[src/rtl/lzs_history_ctrl_if.sv]
// Bus bundle between the LZS token parser, the history RAM, the output FIFO
// and lzs_history_ctrl. The controller connects through the slave modport;
// the surrounding logic (parser, RAM, FIFO) uses the master modport.
//
// Command handshake: a command transfers on a rising clk edge where
// cmd_valid and cmd_ready are both 1. cmd_type/cmd_literal/cmd_offset/
// cmd_length must be stable while cmd_valid is 1. cmd_ready may depend
// combinationally on fo_full but never on cmd_valid.
interface lzs_history_ctrl_if #(
  parameter int HIST_AW = 11,
  parameter int LEN_W   = 16
);
  // token parser -> controller
  logic               cmd_valid;
  logic               cmd_ready;
  logic [1:0]         cmd_type;
  logic [7:0]         cmd_literal;
  logic [HIST_AW-1:0] cmd_offset;
  logic [LEN_W-1:0]   cmd_length;

  // controller <-> history RAM (read data returns one cycle after hist_re)
  logic               hist_we;
  logic [HIST_AW-1:0] hist_waddr;
  logic [7:0]         hist_wdata;
  logic               hist_re;
  logic [HIST_AW-1:0] hist_raddr;
  logic [7:0]         hist_rdata;

  // controller -> output FIFO
  logic               fo_full;
  logic               out_valid;
  logic [7:0]         out_data;

  // status
  logic               busy;
  logic               all_end;
  logic               copy_err;

  modport slave (
    input  cmd_valid, cmd_type, cmd_literal, cmd_offset, cmd_length,
    input  hist_rdata, fo_full,
    output cmd_ready,
    output hist_we, hist_waddr, hist_wdata, hist_re, hist_raddr,
    output out_valid, out_data,
    output busy, all_end, copy_err
  );

  modport master (
    output cmd_valid, cmd_type, cmd_literal, cmd_offset, cmd_length,
    output hist_rdata, fo_full,
    input  cmd_ready,
    input  hist_we, hist_waddr, hist_wdata, hist_re, hist_raddr,
    input  out_valid, out_data,
    input  busy, all_end, copy_err
  );
endinterface

[src/rtl/lzs_history_ctrl.sv]
// lzs_history_ctrl: sequences the LZS decoder's history RAM.
// Literal commands write one byte; copy commands replay (offset, length)
// bytes from the history window, one byte per cycle, writing each copied
// byte back into the window and streaming it to the output FIFO.
// Optional feature macro: LZS_HIST_CHECK_EN (flags copies that reach
// further back than the number of bytes written since reset).
module lzs_history_ctrl #(
  parameter int HIST_AW = 11,
  parameter int LEN_W   = 16
) (
  input  logic                clk,
  input  logic                rst,
  lzs_history_ctrl_if.slave   bus,
  output logic [1:0]          dbg_state
);

  typedef enum logic [1:0] {
    ST_IDLE = 2'd0,
    ST_COPY = 2'd1,
    ST_END  = 2'd2
  } state_t;

  localparam logic [1:0]         CMD_LIT  = 2'd0;
  localparam logic [1:0]         CMD_COPY = 2'd1;
  localparam logic [HIST_AW-1:0] AW_ONE   = {{(HIST_AW-1){1'b0}}, 1'b1};
  localparam logic [HIST_AW-1:0] AW_ZERO  = '0;
  localparam logic [LEN_W-1:0]   LEN_ONE  = {{(LEN_W-1){1'b0}}, 1'b1};
  localparam logic [LEN_W-1:0]   LEN_ZERO = '0;

  // Control state
  state_t             state_q, state_d;
  logic               all_end_q, all_end_d;

  // Write pointer: address of the next history write
  logic [HIST_AW-1:0] wp_q, wp_d;

  // Copy engine: read pointer and bytes still to be read
  logic [HIST_AW-1:0] rd_ptr_q, rd_ptr_d;
  logic [LEN_W-1:0]   rem_q, rem_d;

  // Literal write scheduled for this cycle
  logic               lit_q, lit_d;
  logic [7:0]         lit_data_q, lit_data_d;

  // Copy read issued last cycle; its byte is written/output this cycle
  logic               pend_q, pend_d;

  // Last read hit the address being written in the same cycle, so the RAM
  // returned stale data; the captured write byte is used instead.
  logic               byp_q, byp_d;
  logic [7:0]         byp_data_q, byp_data_d;

  // Combinational helpers
  logic               cmd_ready;
  logic               cmd_fire;
  logic               rd_en;
  logic               wr_en;
  logic [7:0]         ret_data;
  logic [7:0]         wr_data;
  logic [LEN_W-1:0]   len_eff;

  // Datapath: what is written and output this cycle
  always_comb begin
    wr_en    = lit_q | pend_q;
    ret_data = byp_q ? byp_data_q : bus.hist_rdata;
    if (lit_q) begin
      wr_data = lit_data_q;
    end else if (pend_q) begin
      wr_data = ret_data;
    end else begin
      wr_data = 8'h00;
    end
  end

  // Handshake and read issue; reads and accepts both stop while the FIFO is near full
  always_comb begin
    cmd_ready = (state_q == ST_IDLE) & ~bus.fo_full & ~all_end_q & ~rst;
    cmd_fire  = bus.cmd_valid & cmd_ready;
    rd_en     = (state_q == ST_COPY) & ~bus.fo_full & (rem_q != LEN_ZERO);
    len_eff   = (bus.cmd_length == LEN_ZERO) ? LEN_ONE : bus.cmd_length;
  end

  // Next-state and register updates for the FSM and copy engine
  always_comb begin
    state_d    = state_q;
    all_end_d  = all_end_q;
    wp_d       = wr_en ? (wp_q + AW_ONE) : wp_q;
    rd_ptr_d   = rd_ptr_q;
    rem_d      = rem_q;
    lit_d      = 1'b0;
    lit_data_d = lit_data_q;
    pend_d     = rd_en;
    byp_d      = rd_en & wr_en & (rd_ptr_q == wp_q);
    byp_data_d = wr_data;

    case (state_q)
      ST_IDLE: begin
        if (cmd_fire) begin
          case (bus.cmd_type)
            CMD_LIT: begin
              lit_d      = 1'b1;
              lit_data_d = bus.cmd_literal;
            end
            CMD_COPY: begin
              // Offset 0 wraps to the full window (wp - 0 == oldest byte).
              // wp_d already accounts for a copy byte still being written.
              rd_ptr_d = wp_d - bus.cmd_offset;
              rem_d    = len_eff;
              state_d  = ST_COPY;
            end
            default: begin
              all_end_d = 1'b1;
              state_d   = ST_END;
            end
          endcase
        end
      end
      ST_COPY: begin
        if (rd_en) begin
          rd_ptr_d = rd_ptr_q + AW_ONE;
          rem_d    = rem_q - LEN_ONE;
          if (rem_q == LEN_ONE) begin
            state_d = ST_IDLE;
          end
        end else if (rem_q == LEN_ZERO) begin
          state_d = ST_IDLE;
        end
      end
      ST_END: begin
        state_d = ST_END;
      end
      default: begin
        state_d = ST_IDLE;
      end
    endcase
  end

  // State and pointer registers; reset discards any in-flight read
  always_ff @(posedge clk or posedge rst) begin
    if (rst) begin
      state_q    <= ST_IDLE;
      all_end_q  <= 1'b0;
      wp_q       <= AW_ZERO;
      rd_ptr_q   <= AW_ZERO;
      rem_q      <= LEN_ZERO;
      lit_q      <= 1'b0;
      lit_data_q <= 8'h00;
      pend_q     <= 1'b0;
      byp_q      <= 1'b0;
      byp_data_q <= 8'h00;
    end else begin
      state_q    <= state_d;
      all_end_q  <= all_end_d;
      wp_q       <= wp_d;
      rd_ptr_q   <= rd_ptr_d;
      rem_q      <= rem_d;
      lit_q      <= lit_d;
      lit_data_q <= lit_data_d;
      pend_q     <= pend_d;
      byp_q      <= byp_d;
      byp_data_q <= byp_data_d;
    end
  end

`ifdef LZS_HIST_CHECK_EN
  localparam logic [HIST_AW:0] WIN      = {1'b1, {HIST_AW{1'b0}}};
  localparam logic [HIST_AW:0] CNT_ONE  = {{HIST_AW{1'b0}}, 1'b1};
  localparam logic [HIST_AW:0] CNT_ZERO = '0;

  logic [HIST_AW:0] wcnt_q, wcnt_d;
  logic [HIST_AW:0] off_eff;
  logic             copy_err_q, copy_err_d;

  // Saturating count of bytes written; a copy reaching past it is flagged
  always_comb begin
    wcnt_d = wcnt_q;
    if (wr_en && (wcnt_q != WIN)) begin
      wcnt_d = wcnt_q + CNT_ONE;
    end
    off_eff    = (bus.cmd_offset == AW_ZERO) ? WIN : {1'b0, bus.cmd_offset};
    copy_err_d = copy_err_q;
    if (cmd_fire && (bus.cmd_type == CMD_COPY) && (off_eff > wcnt_d)) begin
      copy_err_d = 1'b1;
    end
  end

  // History-check registers
  always_ff @(posedge clk or posedge rst) begin
    if (rst) begin
      wcnt_q     <= CNT_ZERO;
      copy_err_q <= 1'b0;
    end else begin
      wcnt_q     <= wcnt_d;
      copy_err_q <= copy_err_d;
    end
  end

  assign bus.copy_err = copy_err_q;
`else
  assign bus.copy_err = 1'b0;
`endif

  // Outputs
  assign bus.cmd_ready  = cmd_ready;
  assign bus.hist_we    = wr_en;
  assign bus.hist_waddr = wp_q;
  assign bus.hist_wdata = wr_data;
  assign bus.hist_re    = rd_en;
  assign bus.hist_raddr = rd_ptr_q;
  assign bus.out_valid  = wr_en;
  assign bus.out_data   = wr_data;
  assign bus.busy       = (state_q == ST_COPY) | pend_q;
  assign bus.all_end    = all_end_q;
  assign dbg_state      = state_q;

endmodule

[src/flat_wrapper.sv]
// flat-port wrapper written by rule: the top's interface ports become plain ports
module lzs_history_ctrl_flat 
#(
  parameter int HIST_AW = 11,
  parameter int LEN_W   = 16
)
  (clk, rst, dbg_state, bus_cmd_valid, bus_cmd_type, bus_cmd_literal, bus_cmd_offset, bus_cmd_length, bus_hist_rdata, bus_fo_full, bus_cmd_ready, bus_hist_we, bus_hist_waddr, bus_hist_wdata, bus_hist_re, bus_hist_raddr, bus_out_valid, bus_out_data, bus_busy, bus_all_end, bus_copy_err);
  lzs_history_ctrl_if #(.HIST_AW(HIST_AW), .LEN_W(LEN_W)) bus_i ();
  input  logic clk;
  input  logic rst;
  output logic [1:0] dbg_state;
  input wire logic [$bits(bus_i.cmd_valid)-1:0] bus_cmd_valid;
  input wire logic [$bits(bus_i.cmd_type)-1:0] bus_cmd_type;
  input wire logic [$bits(bus_i.cmd_literal)-1:0] bus_cmd_literal;
  input wire logic [$bits(bus_i.cmd_offset)-1:0] bus_cmd_offset;
  input wire logic [$bits(bus_i.cmd_length)-1:0] bus_cmd_length;
  input wire logic [$bits(bus_i.hist_rdata)-1:0] bus_hist_rdata;
  input wire logic [$bits(bus_i.fo_full)-1:0] bus_fo_full;
  output wire logic [$bits(bus_i.cmd_ready)-1:0] bus_cmd_ready;
  output wire logic [$bits(bus_i.hist_we)-1:0] bus_hist_we;
  output wire logic [$bits(bus_i.hist_waddr)-1:0] bus_hist_waddr;
  output wire logic [$bits(bus_i.hist_wdata)-1:0] bus_hist_wdata;
  output wire logic [$bits(bus_i.hist_re)-1:0] bus_hist_re;
  output wire logic [$bits(bus_i.hist_raddr)-1:0] bus_hist_raddr;
  output wire logic [$bits(bus_i.out_valid)-1:0] bus_out_valid;
  output wire logic [$bits(bus_i.out_data)-1:0] bus_out_data;
  output wire logic [$bits(bus_i.busy)-1:0] bus_busy;
  output wire logic [$bits(bus_i.all_end)-1:0] bus_all_end;
  output wire logic [$bits(bus_i.copy_err)-1:0] bus_copy_err;
  assign bus_i.cmd_valid = bus_cmd_valid;
  assign bus_i.cmd_type = bus_cmd_type;
  assign bus_i.cmd_literal = bus_cmd_literal;
  assign bus_i.cmd_offset = bus_cmd_offset;
  assign bus_i.cmd_length = bus_cmd_length;
  assign bus_i.hist_rdata = bus_hist_rdata;
  assign bus_i.fo_full = bus_fo_full;
  assign bus_cmd_ready = bus_i.cmd_ready;
  assign bus_hist_we = bus_i.hist_we;
  assign bus_hist_waddr = bus_i.hist_waddr;
  assign bus_hist_wdata = bus_i.hist_wdata;
  assign bus_hist_re = bus_i.hist_re;
  assign bus_hist_raddr = bus_i.hist_raddr;
  assign bus_out_valid = bus_i.out_valid;
  assign bus_out_data = bus_i.out_data;
  assign bus_busy = bus_i.busy;
  assign bus_all_end = bus_i.all_end;
  assign bus_copy_err = bus_i.copy_err;
  lzs_history_ctrl #(.HIST_AW(HIST_AW), .LEN_W(LEN_W)) u_core (.clk(clk), .rst(rst), .bus(bus_i), .dbg_state(dbg_state));
endmodule
[config.mk]
export PLATFORM = sky130hd
export DESIGN_NAME = lzs_history_ctrl_flat
export DESIGN_NICKNAME = d
export VERILOG_FILES = /design/src/rtl/lzs_history_ctrl_if.sv /design/src/rtl/lzs_history_ctrl.sv /design/src/flat_wrapper.sv
export SDC_FILE = /design/constraint.sdc
export NUM_CORES = 1
export LEC_CHECK = 0
export BUFFER_PORTS_ARGS = -buffer_cell sky130_fd_sc_hd__buf_2
export CAP_MARGIN = 0
export CORE_ASPECT_RATIO = 0.7
export CORE_MARGIN = 2
export CORE_UTILIZATION = 54
export DETAILED_ROUTE_END_ITERATION = 10
export PLACE_DENSITY_LB_ADDON = 0.12
export SYNTH_ARGS = -nofsm -noshare
export SYNTH_HDL_FRONTEND = slang
export SYNTH_SLANG_ARGS = --single-unit
[constraint.sdc]
create_clock -name clk -period 3.3 [get_ports clk]
set_input_delay 0.66 -clock clk [delete_from_list [all_inputs] [get_ports clk]]
set_output_delay 0.66 -clock clk [all_outputs]
set_load 0.005 [all_outputs]
# Yosys cells after proc, flatten, opt, wreduce, memory -nomap -nowiden

Index checks and enable logic that the tools add are counted.

$add $sub $neg: 4
Eq/ne operators: 11
Mux-type cells: 22
Bitwise logic cells: 14
Reductions and logical operators: 11

Operators with widths:

| cell                                               | count |
|---|---|
| two-way mux 16 bit                                 | 4 |
| two-way mux 11 bit                                 | 4 |
| zero test 16 bit                                   | 2 |
| one-hot mux 16 bit (2 select lines)                | 1 |
| two-way mux 8 bit                                  | 3 |
| adder 11 x 1 -> 11 bit, second input constant      | 2 |
| one-hot mux 11 bit (2 select lines)                | 1 |
| == test 16 x 1 -> 1 bit, second input constant     | 1 |
| nonzero test 16 bit                                | 1 |
| subtractor 16 x 1 -> 16 bit, second input constant | 1 |
| == test 11 bit                                     | 1 |
| subtractor 11 bit                                  | 1 |
| bitwise AND 1 bit                                  | 8 |
| two-way mux 2 bit                                  | 4 |
| AND reduction 4 bit                                | 2 |
| one-hot mux 2 bit (3 select lines)                 | 1 |
| AND reduction 3 bit                                | 2 |
| == test 2 x 1 -> 1 bit, second input constant      | 2 |
| zero test 2 bit                                    | 2 |
| != test 2 x 1 -> 1 bit, second input constant      | 2 |
| != test 2 bit, second input constant               | 2 |
| inverter 1 bit                                     | 4 |
| one-hot mux 2 bit (2 select lines)                 | 1 |
| two-way mux 1 bit                                  | 3 |
| other kinds (6)                                    | 7 |

Flip-flop bits (word level): 60
Input port bits: 49
Word-level logic and storage cells: 72

# Depth between registers and ports, before layout

Word-level depth: 7
Depth in mapped cells: 14
Mapped depth without buffers: 13

# Worst setup path before layout

No wires, ideal clock.

Kind: register to register
From: reg u_core.lit_q
To: reg u_core.rd_ptr_q[8], in the netlist u_core.bus.hist_raddr[8]
Setup time: 0.138 ns
Data arrival time: 2.664 ns
Path slack: 0.498 ns
Cell stages (with the launch flop): 14
Buffers on the path: 1
Cell sequence: dfrtp_1 buf_2 nor2_1 clkinv_1 xnor2_1 ha_1 inv_1 fa_1 a21o_1 a211oi_1 o21ai_0 a21oi_1 xor2_1 o221ai_1

Cells in the longest elaborated chain, start to end: 6

RTL lines:

| item                                | RTL line                | source |
|---|---|---|
| from (decl)                         | lzs_history_ctrl.sv:42  | `logic lit_q, lit_d;` |
| from (signal assigned)              | lzs_history_ctrl.sv:157 | `lit_q <= lit_d;` |
| OR 1 bit                            | lzs_history_ctrl.sv:64  | `wr_en = lit_q \| pend_q;` |
| named net bus_hist_we               | flat_wrapper.sv:20      | `output wire logic [$bits(bus_i.hist_we)-1:0] bus_hist_we;` |
| two-way mux 11 bit                  | lzs_history_ctrl.sv:87  | `wp_d = wr_en ? (wp_q + AW_ONE) : wp_q;` |
| subtractor 11 bit                   | lzs_history_ctrl.sv:107 | `rd_ptr_d = wp_d - bus.cmd_offset;` |
| two-way mux 11 bit                  | lzs_history_ctrl.sv:99  | `case (bus.cmd_type)` |
| two-way mux 11 bit                  | lzs_history_ctrl.sv:98  | `if (cmd_fire) begin` |
| one-hot mux 11 bit (2 select lines) | lzs_history_ctrl.sv:96  | `case (state_q)` |
| to (signal assigned)                | lzs_history_ctrl.sv:155 | `rd_ptr_q <= rd_ptr_d;` |
| to (decl)                           | lzs_history_ctrl.sv:38  | `logic [HIST_AW-1:0] rd_ptr_q, rd_ptr_d;` |

The timed path passes the listed nets, and every way through them passes these cells. The select of a mux whose other input is x is not followed.
A chain may end at the register's enable or synchronous reset.

# Final worst setup path

From: reg u_core.rem_q[10]
To: out bus_hist_re

Cells in the longest elaborated chain, start to end: 2

RTL lines:

| item                   | RTL line                | source |
|---|---|---|
| from (decl)            | lzs_history_ctrl.sv:39  | `logic [LEN_W-1:0] rem_q, rem_d;` |
| from (signal assigned) | lzs_history_ctrl.sv:156 | `rem_q <= rem_d;` |
| nonzero test 16 bit    | lzs_history_ctrl.sv:79  | `rd_en = (state_q == ST_COPY) & ~bus.fo_full & (rem_q != LEN_ZERO);` |
| bitwise AND 1 bit      | lzs_history_ctrl.sv:79  |  |
| to (decl)              | flat_wrapper.sv:23      | `output wire logic [$bits(bus_i.hist_re)-1:0] bus_hist_re;` |

Every way passes these cells.

==> impl_results.md <==
* Highest achievable clock rate at roughly 320 MHz
* Cell-by-cell trace of the critical path: nor3_1 -> nor4b_1 -> a211o_1 -> inv_1 -> buf_2
* Least-Margin Pin Slew at roughly 0.7 ns
* Routed WL at between 9 and 10 mm
* Maximum single-stage delay on the critical path at between 0.6 and 0.7 ns
* Portion of total power attributed to combinational logic at roughly 33%
* Net switching power figure at 0.00110 W
* DRT antenna net count at 0
* Clock transition at the registers of the reported paths at around 0.080 ns
* Worst hold slack after final layout at 0.278 ns
* Die Area at around 0.0076 sq mm
* Count of maximum capacitance violations at 0
* Starting density of the core at about 56%
* Post-layout minimum cycle time at around 3.1 ns
* Pre-antenna DRT Iters at 7
* Final Skew at 0.0128 ns
* Remaining max-slew budget at the tightest pin at a little over half
* Grt total ovfl at 0
* Max-slew violations at 0
* Internal cell power at roughly 0.0017 W
* Endpoint of the most critical register-to-register path: u_core.bus.hist_raddr[8]
* Final Setup Violations at 0
* Count of yosys warnings during synthesis at 0
* Largest area contributor in the synthesized netlist: sky130_fd_sc_hd__dfrtp_1
* Critical path data arrival time at 2.47 ns
* Total leakage power at 2.10 nW
* Average instance area after synthesis at about 9.2 sq um
* Antenna violations before repair at 0
* Maximum net fanout on the critical path at 6
* Post-synthesis sequential element count at 60
* Vias post-DR at approximately 3400
* Cell depth of the worst flop-to-flop path at 12
* Buffering stage count on the worst path with inverters included at 2
* CP Launch Type: flip-flop
* Pwr/cell area at roughly 630 mW/mm^2
* Via count of the first global-routing pass at 3013
* Worst setup EP type: output port
* Type of the setup path with the least slack: reg -> out
* Per-cell via count in the routed design at roughly 5.7
* Relative contribution of sequential cells to total power at 45.4%
* Number of remaining DRC errors at 0
* Net count of the mapped netlist at about 470
* Endpoints failing hold at 0
* Number of enable-type register cells in the synthesized netlist at 0
* # IOs at 96
* Worst skew pair latency at about 0.35 ns
* Placed Cells incl. Taps at 580
* Setup TNS at 0 ns
* CTS Sinks at 60
* Post-CTS sizing at 0
* Result of the run: finished, final reports clean
* Diode insertion count for antenna repair at 0
* Share of cells above drive strength 1 at about 27%
* Cell with the largest stage delay on the worst path: sky130_fd_sc_hd__nor4b_1
* Number of buffers inserted by hold repair at cts at 0
* Clk Tree Root Cell: sky130_fd_sc_hd__clkbuf_8
* Instance count of the mapped netlist at 409
* Buffers from clock root to sink, at most at 2
* Required @ worst endpoint at 2.64 ns
* Floorplan die height at around 74 microns
* Area of the mapped netlist at roughly 0.0038 sq mm
* Cell types occupying the most area after synthesis: sky130_fd_sc_hd__dfrtp_1 40%, sky130_fd_sc_hd__xnor2_1 5.6%, sky130_fd_sc_hd__ha_1 4.7%
* Horizontal die dimension at approximately 100 microns
* Estimated wirelength of the detail-placed design at 6.91 mm
* Net count, final at 561
* Htree depth at 3
* Fraction of registers with async set/reset at 100%
* Placement row count at 25
* Peak VDD IR at around 0.00041 V
* Cell class contributing the biggest share of worst-path delay: simple AND/OR/NAND/NOR gates
* Count of input and output buffers at 94
* Hold Path Class: in -> async
* Last weighted congestion value of the routability-driven placer at a little over 0.8
* Global-route wire length before repair at 15.1 mm
* Area fraction of the dominant cell type after synthesis at about two fifths
* Area inside the core boundary at roughly 0.0067 sq mm
* Commonest register cell after synthesis: sky130_fd_sc_hd__dfrtp_1
* Post-CTS setup buffer count at 0
* Area delta synth->final at 17.8%
* Count of placed standard cells in the final layout, fillers left out at 596
* Unrepaired setup endpoints after global routing: false
* Part of the Yosys area used for sequential elements at between 40% and 50%
* Sw Ratio at 39.5%
* Clock group share of total power at between 20% and 30%
* Number of CTS-inserted buffers at 9
* Reg-to-reg critical path startpoint: u_core.pend_q
* Count of different cell masters after synthesis at 60
* Slack of the worst reg-to-reg path at 0.23 ns
* Largest net degree at the start of global routing at 49
* First DRT Iteration DRCs at ~180
* TritonCTS clock tree: done
* Routed WL per cell at approximately 16 microns
* Ratio of final minimum period to clock period at a little over nine tenths
* Total GRT Usage at 25.2%
cells in the mapped netlist, types with 2 or more instances:
library cell and count:
sky130_fd_sc_hd__xnor2_1 24, sky130_fd_sc_hd__a311oi_1 2, sky130_fd_sc_hd__mux2i_1 9, sky130_fd_sc_hd__inv_1 19, sky130_fd_sc_hd__o21ai_1 3, sky130_fd_sc_hd__clkbuf_1 8, sky130_fd_sc_hd__nor3b_1 2, sky130_fd_sc_hd__nand4_1 7
sky130_fd_sc_hd__nor2b_1 2, sky130_fd_sc_hd__nand2b_1 5, sky130_fd_sc_hd__o21a_1 4, sky130_fd_sc_hd__nand3_1 12, sky130_fd_sc_hd__nor2_1 31, sky130_fd_sc_hd__nor4_1 7, sky130_fd_sc_hd__nand2_1 33, sky130_fd_sc_hd__o22ai_1 4
sky130_fd_sc_hd__o21ai_0 35, sky130_fd_sc_hd__and3_1 5, sky130_fd_sc_hd__o211a_1 2, sky130_fd_sc_hd__xor2_1 6, sky130_fd_sc_hd__nor4b_1 2, sky130_fd_sc_hd__o211ai_1 2, sky130_fd_sc_hd__nor3_1 13, sky130_fd_sc_hd__a31oi_1 6
sky130_fd_sc_hd__mux2_2 8, sky130_fd_sc_hd__dfrtp_1 60, sky130_fd_sc_hd__buf_4 11, sky130_fd_sc_hd__buf_6 2, sky130_fd_sc_hd__ha_1 14, sky130_fd_sc_hd__buf_2 2, sky130_fd_sc_hd__a22oi_1 5, sky130_fd_sc_hd__o221ai_1 2
sky130_fd_sc_hd__o2bb2ai_1 2, sky130_fd_sc_hd__a21o_1 2, sky130_fd_sc_hd__a21oi_1 33
cell type report:
type                            instances  area, sq um
Multi-Input combinational cell        306         2030
Fill cell                             565         2310
Sequential cell                        60         1500
Inverter                               20         75.1
Clock inverter                          7         51.3
Timing Repair Buffer                  100          515
Clock buffer                            9          124
Tap cell                               94          118
power groups by stage:
stage                     logic [W]  registers (W)  clock network, W
after CTS                  0.000925        0.00126          0.000615
after floorplan            0.000634        0.00120                 0
after global placement     0.000892        0.00126                 0
after global routing        0.00106        0.00130          0.000646
after detailed placement   0.000921        0.00127                 0
final                      0.000924        0.00127          0.000600
registers in the layout (all words and copies together), names as in the netlist:
name and flops:
u_core.rem_q 16, u_core.bus.hist_raddr 11, u_core.bus.hist_waddr 11, u_core.byp_data_q 8, u_core.lit_data_q 8, u_core.dbg_state 2, u_core.bus.all_end 1, u_core.byp_q 1
u_core.lit_q 1, u_core.pend_q 1
metal layers:
| layer | global-route usage [%] | share of wire (%) |
|---|---|---|
| met3 | 6.21 | 7.3 |
| met1 | 36.9 | 48 |
| met5 | 0 | 0 |
| met4 | 6.46 | 1.0 |
| met2 | 37.8 | 43 |
worst max path at each step:
| stage | from | to | slack [ns] | depth (start not counted) |
|---|---|---|---|---|
| after floorplan | u_core.lit_q | u_core.bus.hist_raddr[8] | 0.50 | 13 |
| after global placement | u_core.pend_q | u_core.bus.hist_raddr[8] | 0.36 | 12 |
| after detailed placement | u_core.pend_q | u_core.bus.hist_raddr[8] | 0.30 | 12 |
| after CTS | u_core.rem_q[0] | bus_hist_re | 0.14 | 7 |
| after global routing | u_core.pend_q | u_core.bus.hist_raddr[8] | 0.004 | 12 |
| final | u_core.rem_q[10] | bus_hist_re | 0.17 | 5 |
stage by stage:
step	setup slack [ns]	util (%)	instance area, sq um	power (W)
2_1_floorplan	0.498	-	3750	0.00184
3_3_place_gp	0.356	63.0	4240	0.00215
3_5_place_dp	0.302	63.0	4240	0.00219
4_1_cts	0.142	65.6	4410	0.00280
5_1_grt	0.00433	65.7	4420	0.00300
6_report	0.172	65.7	4420	0.00279
layout by cell type, fill, tap and decap left out, types with 7 or more instances in the layout:
cell type | synthesis | final
sky130_fd_sc_hd__clkbuf_8 | 0 | 9
sky130_fd_sc_hd__nor3_1 | 13 | 13
sky130_fd_sc_hd__mux2i_1 | 9 | 9
sky130_fd_sc_hd__nor4_1 | 7 | 7
sky130_fd_sc_hd__xnor2_1 | 24 | 24
sky130_fd_sc_hd__nor2_1 | 31 | 31
sky130_fd_sc_hd__nand2_1 | 33 | 33
sky130_fd_sc_hd__dfrtp_1 | 60 | 60
sky130_fd_sc_hd__buf_2 | 2 | 94
sky130_fd_sc_hd__nand3_1 | 12 | 12
sky130_fd_sc_hd__a21oi_1 | 33 | 33
sky130_fd_sc_hd__o21ai_0 | 35 | 35
sky130_fd_sc_hd__inv_1 | 19 | 18
sky130_fd_sc_hd__mux2_2 | 8 | 8
sky130_fd_sc_hd__ha_1 | 14 | 14
sky130_fd_sc_hd__nand4_1 | 7 | 7
cell families after synthesis:
logic type / count (synthesis) / share of synthesized area [%]
muxes: 17 / 4.80
buffers and inverters: 43 / 5.87
and+or+nand+nor: 128 / 17.7
adders and majority gates: 15 / 5.20
xor gates and xnor gates: 31 / 7.60
other: 1 / 0.100
DFF: 60 / 40.0
AOI/OAI and AO/OA: 114 / 18.6
Power figures use the tool's default switching activity.
